===== src/rtl/riscv_pkg.sv =====
// Shared RISC-V core types: datapath widths, ALU encodings, ID/EX bundle.
// Consumed by id_ex_stage and fwd_mux.
package riscv_pkg;

    localparam int WIDTH = 32;
    localparam int RA_W  = 5;

    typedef enum logic [3:0] {
        ALU_ADD = 4'b0000,
        ALU_SUB = 4'b0001,
        ALU_AND = 4'b0010,
        ALU_OR  = 4'b0011,
        ALU_XOR = 4'b0100,
        ALU_SLT = 4'b0101,
        ALU_SRL = 4'b0110,
        ALU_SRA = 4'b0111,
        ALU_SLL = 4'b1000
    } alu_op_e;

    typedef struct packed {
        logic             valid;
        logic [RA_W-1:0]  rs1;
        logic [RA_W-1:0]  rs2;
        logic [RA_W-1:0]  rd;
        logic [WIDTH-1:0] rs1_data;
        logic [WIDTH-1:0] rs2_data;
        logic [WIDTH-1:0] imm;
        alu_op_e          alu_ctrl;
        logic             alusrc;
        logic             reg_write;
        logic             mem_read;
    } id_ex_t;

    function automatic logic addr_hit(
        input logic [RA_W-1:0] a,
        input logic [RA_W-1:0] b
    );
        return (a != '0) && (a == b);
    endfunction

endpackage


===== src/rtl/fwd_mux.sv =====
// Operand bypass select: EX/MEM over MEM/WB over register-file data.
// Bypass is built only when ID_EX_FORWARD_EN is defined.
module fwd_mux
    import riscv_pkg::*;
(
    input  logic [RA_W-1:0]  rs_i,
    input  logic [WIDTH-1:0] reg_data_i,
    input  logic [RA_W-1:0]  mem_rd_i,
    input  logic             mem_reg_write_i,
    input  logic [WIDTH-1:0] mem_result_i,
    input  logic [RA_W-1:0]  wb_rd_i,
    input  logic             wb_reg_write_i,
    input  logic [WIDTH-1:0] wb_result_i,
    output logic [WIDTH-1:0] operand_o
);

`ifdef ID_EX_FORWARD_EN
    always_comb begin
        operand_o = reg_data_i;
        if (mem_reg_write_i && addr_hit(mem_rd_i, rs_i)) begin
            operand_o = mem_result_i;
        end else if (wb_reg_write_i && addr_hit(wb_rd_i, rs_i)) begin
            operand_o = wb_result_i;
        end
    end
`else
    logic unused_bypass;
    assign unused_bypass = ^{rs_i, mem_rd_i, mem_reg_write_i,
                             mem_result_i, wb_rd_i,
                             wb_reg_write_i, wb_result_i};
    assign operand_o = reg_data_i;
`endif

endmodule


===== src/rtl/id_ex_stage.sv =====
// ID/EX pipeline register, load-use detect and ALU operand forwarding.
// ID_EX_FORWARD_EN enables the EX/MEM and MEM/WB bypass network.
module id_ex_stage
    import riscv_pkg::*;
(
    input  logic             clk,
    input  logic             reset,
    input  logic             stall,
    input  logic             flush,
    input  logic             id_valid,
    input  logic [RA_W-1:0]  id_rs1,
    input  logic [RA_W-1:0]  id_rs2,
    input  logic [RA_W-1:0]  id_rd,
    input  logic [WIDTH-1:0] id_rs1_data,
    input  logic [WIDTH-1:0] id_rs2_data,
    input  logic [WIDTH-1:0] id_imm,
    input  logic [3:0]       id_alu_ctrl,
    input  logic             id_alusrc,
    input  logic             id_reg_write,
    input  logic             id_mem_read,
    input  logic [RA_W-1:0]  mem_rd,
    input  logic             mem_reg_write,
    input  logic [WIDTH-1:0] mem_result,
    input  logic [RA_W-1:0]  wb_rd,
    input  logic             wb_reg_write,
    input  logic [WIDTH-1:0] wb_result,
    output logic             ex_valid,
    output logic [WIDTH-1:0] alu_a,
    output logic [WIDTH-1:0] alu_b,
    output logic [3:0]       ex_alu_ctrl,
    output logic [WIDTH-1:0] ex_store_data,
    output logic [RA_W-1:0]  ex_rd,
    output logic             ex_reg_write,
    output logic             ex_mem_read,
    output logic             load_use
);

    id_ex_t           ex_q;
    id_ex_t           ex_d;
    id_ex_t           id_pkt;
    logic             hz_src;
    logic             rs_hit;
    logic [WIDTH-1:0] fwd_rs1;
    logic [WIDTH-1:0] fwd_rs2;

    // Without bypass, any in-flight writer must stall a dependent reader.
`ifdef ID_EX_FORWARD_EN
    assign hz_src = ex_q.mem_read;
`else
    assign hz_src = ex_q.reg_write;
`endif

    assign rs_hit = (id_rs1 == ex_q.rd) || (id_rs2 == ex_q.rd);

    assign load_use = ex_q.valid && hz_src && (ex_q.rd != '0)
                   && id_valid && rs_hit;

    always_comb begin
        id_pkt           = '0;
        id_pkt.valid     = id_valid;
        id_pkt.rs1       = id_rs1;
        id_pkt.rs2       = id_rs2;
        id_pkt.rd        = id_rd;
        id_pkt.rs1_data  = id_rs1_data;
        id_pkt.rs2_data  = id_rs2_data;
        id_pkt.imm       = id_imm;
        id_pkt.alu_ctrl  = alu_op_e'(id_alu_ctrl);
        id_pkt.alusrc    = id_alusrc;
        id_pkt.reg_write = id_reg_write;
        id_pkt.mem_read  = id_mem_read;
    end

    always_comb begin
        ex_d = ex_q;
        if (flush) begin
            ex_d = '0;
        end else if (!stall) begin
            if (load_use) begin
                ex_d = '0;
            end else begin
                ex_d = id_pkt;
            end
        end
    end

    always_ff @(posedge clk or posedge reset) begin
        if (reset) begin
            ex_q <= '0;
        end else begin
            ex_q <= ex_d;
        end
    end

    fwd_mux u_fwd_rs1 (
        .rs_i            (ex_q.rs1),
        .reg_data_i      (ex_q.rs1_data),
        .mem_rd_i        (mem_rd),
        .mem_reg_write_i (mem_reg_write),
        .mem_result_i    (mem_result),
        .wb_rd_i         (wb_rd),
        .wb_reg_write_i  (wb_reg_write),
        .wb_result_i     (wb_result),
        .operand_o       (fwd_rs1)
    );

    fwd_mux u_fwd_rs2 (
        .rs_i            (ex_q.rs2),
        .reg_data_i      (ex_q.rs2_data),
        .mem_rd_i        (mem_rd),
        .mem_reg_write_i (mem_reg_write),
        .mem_result_i    (mem_result),
        .wb_rd_i         (wb_rd),
        .wb_reg_write_i  (wb_reg_write),
        .wb_result_i     (wb_result),
        .operand_o       (fwd_rs2)
    );

    assign alu_a         = fwd_rs1;
    assign alu_b         = ex_q.alusrc ? ex_q.imm : fwd_rs2;
    assign ex_store_data = fwd_rs2;
    assign ex_alu_ctrl   = ex_q.alu_ctrl;
    assign ex_rd         = ex_q.rd;
    assign ex_valid      = ex_q.valid;
    assign ex_reg_write  = ex_q.valid & ex_q.reg_write;
    assign ex_mem_read   = ex_q.valid & ex_q.mem_read;

endmodule


===== config.mk =====
export PLATFORM = sky130hd
export DESIGN_NAME = id_ex_stage
export DESIGN_NICKNAME = d
export VERILOG_FILES = /design/src/rtl/riscv_pkg.sv /design/src/rtl/fwd_mux.sv /design/src/rtl/id_ex_stage.sv
export SDC_FILE = /design/constraint.sdc
export NUM_CORES = 1
export LEC_CHECK = 0
export CELL_PAD_IN_SITES_DETAIL_PLACEMENT = 1
export CELL_PAD_IN_SITES_GLOBAL_PLACEMENT = 1
export CORE_MARGIN = 1
export CORE_UTILIZATION = 32
export DETAILED_ROUTE_END_ITERATION = 10
export PLACE_DENSITY = 0.92
export SLEW_MARGIN = 20
export SYNTH_ARGS = -nofsm -noshare
export SYNTH_HDL_FRONTEND = slang
export SYNTH_HIERARCHICAL = 1
export SYNTH_SLANG_ARGS = --single-unit

===== constraint.sdc =====
create_clock -name clk -period 4.3 [get_ports clk]
set_input_delay 0.645 -clock clk [delete_from_list [all_inputs] [get_ports clk]]
set_output_delay 0.645 -clock clk [all_outputs]
set_load 0.05 [all_outputs]

== Yosys cells after proc, flatten, opt, wreduce, memory -nomap -nowiden ==
Index checks and enable logic that the tools add are counted.

* Add/subtract/negate cells: 0
* Multipliers: 0
* Div/mod/pow operators: 0
* Magnitude comparators: 0
* Eq/ne operators: 3
* Shift-type cells: 0
* Muxes and demuxes: 4
* Bitwise gates (word level): 2
* Reductions and logical operators: 6

{| class="wikitable"
|+ Operator list
! cell !! count
|-
| 2-to-1 mux 119 bit || 3
|-
| 2-to-1 mux 32 bit || 1
|-
| equality test 5 bit || 2
|-
| nonzero test 5 bit || 1
|-
| logical AND 1 bit || 4
|-
| AND 1 bit || 2
|-
| inequality test 2 x 1 -> 1 bit, second input constant || 1
|-
| logical OR 1 bit || 1
|}

* Register bits after elaboration: 109
* Latch bits: 0
* RAM bits: 0
* Bits in read-only memories: 0
* Bits of input ports: 199
* Output and inout port bits: 109
* Memories: 0

== Logic depth before layout (Yosys ltp) ==
Gate-level depths: netlist of the first run.

* Depth after elaboration: 7
* Depth in mapped cells: 6
* Gate-level depth less buffers: 4

== By module ==
The synthesis of the first run kept the hierarchy.

{| class="wikitable"
|+ Modules (own cells, without submodules)
! module !! instances !! cells each !! area each (um^2)
|-
| id_ex_stage || 1 || 766 || 7120.6
|-
| fwd_mux || 2 || 32 || 240.2
|}

== Worst setup path after synthesis of the first run ==
OpenSTA, ideal clock, no wires.

* Path type: input to output
* Start: input port id_rs2[4]
* End: output port load_use
* Arrival time: 2.278 ns
* Data required time: 3.655 ns
* Slack: 1.377 ns
* Cell stages on the path: 6
* Buffers on the path: 2
* Cell sequence: xnor2_1 > nand3_1 > o22ai_1 > clkbuf_1 > buf_2 > nor2b_1

* Word-level cells in the longest chain between the ends: 3

{| class="wikitable"
|+ RTL lines
! element !! RTL line !! source
|-
| from (decl) || id_ex_stage.sv:12 || <nowiki>input logic [RA_W-1:0] id_rs2,</nowiki>
|-
| equality test 5 bit || id_ex_stage.sv:53 || <nowiki>assign rs_hit = (id_rs1 == ex_q.rd) || (id_rs2 == ex_q.rd);</nowiki>
|-
| logical OR 1 bit || id_ex_stage.sv:53 ||
|-
| logical AND 1 bit || id_ex_stage.sv:56 || <nowiki>&& id_valid && rs_hit;</nowiki>
|-
| to (decl) || id_ex_stage.sv:35 || <nowiki>output logic load_use</nowiki>
|}

No other way between the ends.

== Final worst setup path of the first run ==
* Start: register ex_q, in the netlist ex_rd[2]
* End: output port load_use

* Word-level cells in the longest chain between the ends: 4
* Elaborated cells between the ends (all ways): 7
* Classes of those cells: eq/ne (2); reduce/logical (5)

{| class="wikitable"
|+ RTL lines
! element !! RTL line !! source
|-
| from (decl) || id_ex_stage.sv:38 || <nowiki>id_ex_t ex_q;</nowiki>
|-
| from (signal assigned) || id_ex_stage.sv:88 || <nowiki>ex_q <= '0;</nowiki>
|-
| from (signal assigned) || id_ex_stage.sv:90 || <nowiki>ex_q <= ex_d;</nowiki>
|-
| nonzero test 5 bit || id_ex_stage.sv:55 || <nowiki>assign load_use = ex_q.valid && hz_src && (ex_q.rd != '0)</nowiki>
|-
| logical AND 1 bit || id_ex_stage.sv:55 ||
|-
| logical AND 1 bit || id_ex_stage.sv:56 ||
|-
| logical AND 1 bit (*) || id_ex_stage.sv:56 ||
|}

Mark *: on every way between the ends. The rest lies on a longest branch, timed or not.

==> results.json, run 1 <==
{
  "drt_iter0_drc": 317,
  "die_y_um": 151,
  "worst-path-buf-inv": 1,
  "grt_max_degree": 153,
  "die_area_mm2": 0.0228,
  "placementRows": 54,
  "postSynthAreaPerCell_um2": 9.10,
  "ios": 308,
  "viasPerCell": 5.79,
  "gp_congestion": 0.744,
  "syn_nets": 979,
  "slew_headroom_pct": 27.2,
  "post-place-ws_ns": 1.01,
  "die_x_um": 151,
  "synthCells": 780,
  "setup_viol": 0,
  "finalHoldViolations": 0,
  "fin_crit_sh_pct": 82.6,
  "synth_area_mm2": 0.00710,
  "grt_pass1_vias": 6701,
  "fin_ws_ns": 0.747,
  "hold_class": "reg -> reg",
  "vdd_drop_max_mv": 0.226,
  "groute.usage.overall_pct": 20.2,
  "worst-path-stages": 4,
  "slew_viol_final": 0,
  "power_density_mw_per_mm2": 358,
  "post-cts-setup-buffers": 0,
  "status": "finished, final reports clean",
  "crit_path_top_delay_cell": "clkdlybuf4s50_1",
  "place_area_mm2": 0.00890,
  "ctsResizeCount": 0,
  "endpoint_kind": "primary output",
  "worst-path-max-fanout": 22,
  "grt-ovfl-total": 0,
  "yosysWarnings": 6,
  "critPathTopFamily": "buffers and inverters",
  "layout-drive-gt1-share_pct": 7.36,
  "route.detailed.drc": 0,
  "wl_per_cell_um": 20.7,
  "antenna_found_initial": 3,
  "max_stage_delay_ns": 0.74,
  "io_buffers": 231,
  "clockRootBuffer": "clkbuf_16",
  "vias": 6594,
  "hpwl_mm": 14.8,
  "crit_path_start_kind": "register",
  "ant_nets": 0,
  "multi_input_area_mm2": 0.00298,
  "path_cells": "or4_1 > o211ai_4 > nor2b_1 > clkdlybuf4s50_1",
  "crit_type": "reg -> out",
  "regArea_mm2": 0.00273,
  "rsz0062_at_grt": "false",
  "cp.arrival_ns": 2.91,
  "hold_path_depth": 2,
  "clock_tree.buffer_depth": 2,
  "fin_util_pct": 42.2,
  "coreArea_mm2": 0.0218,
  "clock-sinks": 109,
  "final.setup.tns_ns": 0,
  "cp_data_required_time_ns": 3.65,
  "postCtsHoldBufs": 0,
  "cts_tree": "done",
  "total_leakage_power_nw": 3.67,
  "final_area_mm2": 0.00920,
  "cap_violations": 0,
  "dr.pass1.iters": 4,
  "start_util_pct": 32.5,
  "reg2regPathDepth": 5,
  "n_fill_cell": 2450,
  "final_nets": 1050,
  "cts_buffers": 9,
  "path_clk_slew_ns": 0.08,
  "layout-area-overhead-vs-synth_pct": 29.6,
  "worst_clock_skew_ns": 0.0110,
  "grt_pass1_wl_mm": 36.0,
  "tightest_slew_ns": 1.09,
  "cts_htree_levels": 3,
  "max_freq_mhz": 281,
  "period_needed_ns": 3.55,
  "routed_wl_mm": 23.5,
  "clk_latency_ns": 0.36
}
worst paths after layout:
kind	from	to	slack, ns
setup / recovery	ex_rd[2]	load_use	0.75
hold / removal	ex_q[98]	ex_q[98]	0.51
setup reg to reg	ex_rd[2]	ex_alu_ctrl[2]	1.20
hold reg to reg	ex_q[98]	ex_q[98]	0.51
max in group asynchronous	reset	ex_q[35]	2.76
min in group asynchronous	reset	ex_q[94]	0.72
power by group:
part / leakage, nW / internal [mW] / switching, mW
clock network: 0.135 / 0.429 / 0.417
logic: 2.15 / 0.454 / 0.773
registers: 1.39 / 1.13 / 0.0943
layer usage:
layer,track usage [%],vias to the layer above,routed length [µm]
li1,-,3030,-
met1,24.4,3325,10100
met2,34.0,189,11300
met3,3.83,50,1240
met4,10.5,0,835
met5,0,-,0
metrics by stage:
stage | total power, mW | hold WS, ns | cells
2_1_floorplan | 2.11 | 0.468 | 780
3_3_place_gp | 2.44 | 0.489 | 1120
3_5_place_dp | 2.48 | 0.506 | 1120
4_1_cts | 3.34 | 0.528 | 1136
5_1_grt | 3.43 | 0.544 | 1138
6_report | 3.30 | 0.514 | 1139
cells in the final DEF, fill, tap and decap left out, drive strengths merged:
master,count
clkdlybuf4s50,229
inv,110
nor3,109
o41ai,109
dfrtp,109
a32oi,99
mux2,32
clkbuf,12
buf,11
xnor2,10
a22oi,10
diode,3
clkinv,3
nand3,2
nand2,2
and2,2
nor2b,2
clkinvlp,2
o22ai,1
or4,1
o211ai,1
sequential cells by signal, indices dropped and copies added (netlist names):
name	flops
ex_q	98
ex_alu_ctrl	4
ex_rd	5
hz_src	1
ex_valid	1
cell type report:
class / count / area share [%]
Sequential cell: 109 / 29.7
Clock inverter: 4 / 0.354
Clock buffer: 12 / 2.79
Tap cell: 280 / 3.81
Inverter: 111 / 4.57
Timing Repair Buffer: 240 / 26.3
Multi-Input combinational cell: 380 / 32.4
Antenna cell: 3 / 0.0816
tightest hold or removal path, stage by stage (launching register included):
cell and delay, ns:
dfrtp_1 0.36, a22oi_1 0.07, o41ai_1 0.06
Power figures use the tool's default switching activity.
==> run 2: changes to the inputs <==
--- a/config.mk
+++ b/config.mk
@@ -8,9 +8,9 @@
 export CELL_PAD_IN_SITES_DETAIL_PLACEMENT = 1
 export CELL_PAD_IN_SITES_GLOBAL_PLACEMENT = 1
 export CORE_MARGIN = 1
-export CORE_UTILIZATION = 32
+export CORE_UTILIZATION = 29
 export DETAILED_ROUTE_END_ITERATION = 10
-export PLACE_DENSITY = 0.92
+export PLACE_DENSITY = 0.89
 export SLEW_MARGIN = 20
 export SYNTH_ARGS = -nofsm -noshare
 export SYNTH_HDL_FRONTEND = slang
==> constraint.sdc (replaced) <==
create_clock -name clk -period 3.2 [get_ports clk]
set_input_delay 0.48 -clock clk [delete_from_list [all_inputs] [get_ports clk]]
set_output_delay 0.48 -clock clk [all_outputs]
set_load 0.05 [all_outputs]
==> run 2 against run 1 <==
- critical endpoint is now alu_b[14]
- combinational power grew 37%
- critical path depth down 1
- global-route usage shrank 1.6 points
- largest cell class unchanged
- largest power group unchanged
- clock skew grew 0.0040 ns
- cell area grew 0.88%
==> results.json, run 2 (synthesis gave the netlist of run 1 again) <==
{
  "crit_type": "reg -> out",
  "total_leakage_power_nw": 3.68,
  "combPwrFrac_pct": 38.1,
  "slew_viol_final": 0,
  "n_antenna_cell": 0,
  "path_clk_slew_ns": 0.07,
  "power_density_mw_per_mm2": 474,
  "clock-sinks": 109,
  "grt_max_degree": 161,
  "final_nets": 1050,
  "period_needed_ns": 2.68,
  "start_util_pct": 29.9,
  "power.total_mw": 4.40,
  "switching_power_mw": 1.73,
  "layout-drive-gt1-share_pct": 7.37,
  "viasPerCell": 5.57,
  "final_cell_mix": "228 x clkdlybuf4s50_1, 109 x inv_1, 109 x nor3_1, 109 x o41ai_1, 108 x dfrtp_1",
  "routed_wl_mm": 23.4,
  "gp_congestion": 0.751,
  "tightest_slew_ns": 0.965,
  "endpoint_kind": "primary output",
  "vias": 6534,
  "hold_class": "in -> reg",
  "cp_data_required_time_ns": 2.72,
  "grt_pass1_vias": 6717,
  "pwr-share-clk_pct": 24.8,
  "finalHoldViolations": 0,
  "drt_iter0_drc": 347,
  "status": "finished, final reports clean",
  "fin_crit_sh_pct": 83.9,
  "clock_tree.buffer_depth": 2,
  "post-cts-setup-buffers": 0,
  "dr.pass1.iters": 4,
  "final_common_cell": "clkdlybuf4s50_1",
  "setup_viol": 0,
  "largest_reg_flops": 98,
  "antenna_found_initial": 0,
  "slew_headroom_pct": 35.6,
  "regArea_mm2": 0.00273,
  "vdd_drop_max_mv": 0.193,
  "hold_ws_ns": 0.460,
  "route.detailed.drc": 0,
  "largest-register": "ex_q",
  "n_fill_cell": 2662,
  "clk_latency_ns": 0.35,
  "ios": 308,
  "fin_util_pct": 39.1,
  "cts_tree": "done",
  "rsz0062_at_grt": "false",
  "cp.arrival_ns": 2.20,
  "coreArea_mm2": 0.0238,
  "cap_violations": 0,
  "grt-ovfl-total": 0,
  "max_freq_mhz": 373,
  "groute.usage.overall_pct": 18.6,
  "placementRows": 56,
  "cts_htree_levels": 3,
  "seqPwrFrac_pct": 37.0,
  "postCtsHoldBufs": 0,
  "ctsResizeCount": 0,
  "layout-area-overhead-vs-synth_pct": 30.7,
  "swShare_pct": 39.3,
  "wl_per_cell_um": 20.0,
  "cts_buffers": 9,
  "die_x_um": 158,
  "clockRootBuffer": "clkbuf_16",
  "die_area_mm2": 0.0251,
  "io_buffers": 231,
  "p_int_mw": 2.67,
  "worst-path-max-fanout": 29,
  "ant_nets": 0,
  "die_y_um": 158,
  "grt_pass1_wl_mm": 36.7,
  "final.setup.tns_ns": 0,
  "crit_path_start_kind": "register",
  "multi_input_area_mm2": 0.00298,
  "hpwl_mm": 14.6,
  "worst_clock_skew_ns": 0.0150
}
-- run 2: through the flow --
step           instance area (µm²)  worst slack, ns  instances
5_1_grt                       9280            0.460       1174
2_1_floorplan                 7100            0.508        780
6_report                      9280            0.516       1174
3_3_place_gp                  9010            0.782       1159
4_1_cts                       9280            0.491       1174
3_5_place_dp                  9010            0.702       1159
-- run 2: cell type report --
class	instances	area share (%)
clock inverter	5	0.377
multi-input combinational	380	32.1
clock buffer	10	2.47
tap	319	4.30
inverter	111	4.54
timing repair buffer	240	26.8
sequential	109	29.4
-- run 2: worst max-delay path, stage by stage (launching register included) --
cell             delay, ns
dfrtp_2               0.48
buf_12                0.25
mux2_2                0.36
clkdlybuf4s50_1       0.73
-- run 2: worst paths after layout --
path | startpoint | depth (start not counted) | slack [ns] | to
max reg2reg | ex_rd[2] | 5 | 1.05 | ex_q[72]
min | stall | 2 | 0.46 | ex_rd[3]
min in group asynchronous | reset | 3 | 0.66 | ex_q[56]
max | ex_q[2] | 3 | 0.52 | alu_b[14]
max in group asynchronous | reset | 3 | 2.00 | ex_q[2]
min reg2reg | ex_q[102] | 2 | 0.52 | ex_q[102]
-- run 2: power groups by stage --
stage	combinational [mW]	clock [mW]	sequential (mW)
final	1.68	1.09	1.63
after global routing	1.77	1.18	1.65
after CTS	1.69	1.13	1.63
after detailed placement	1.68	0	1.66
after global placement	1.64	0	1.65
after floorplan	1.23	0	1.61
-- run 2: metal layers --
metal | wire, µm | track usage, % | vias up
met2 | 11200 | 31.0 | 167
met1 | 10500 | 24.0 | 3307
met3 | 1300 | 3.57 | 22
met5 | 0 | 0 | -
met4 | 383 | 6.36 | 0
li1 | - | - | 3038
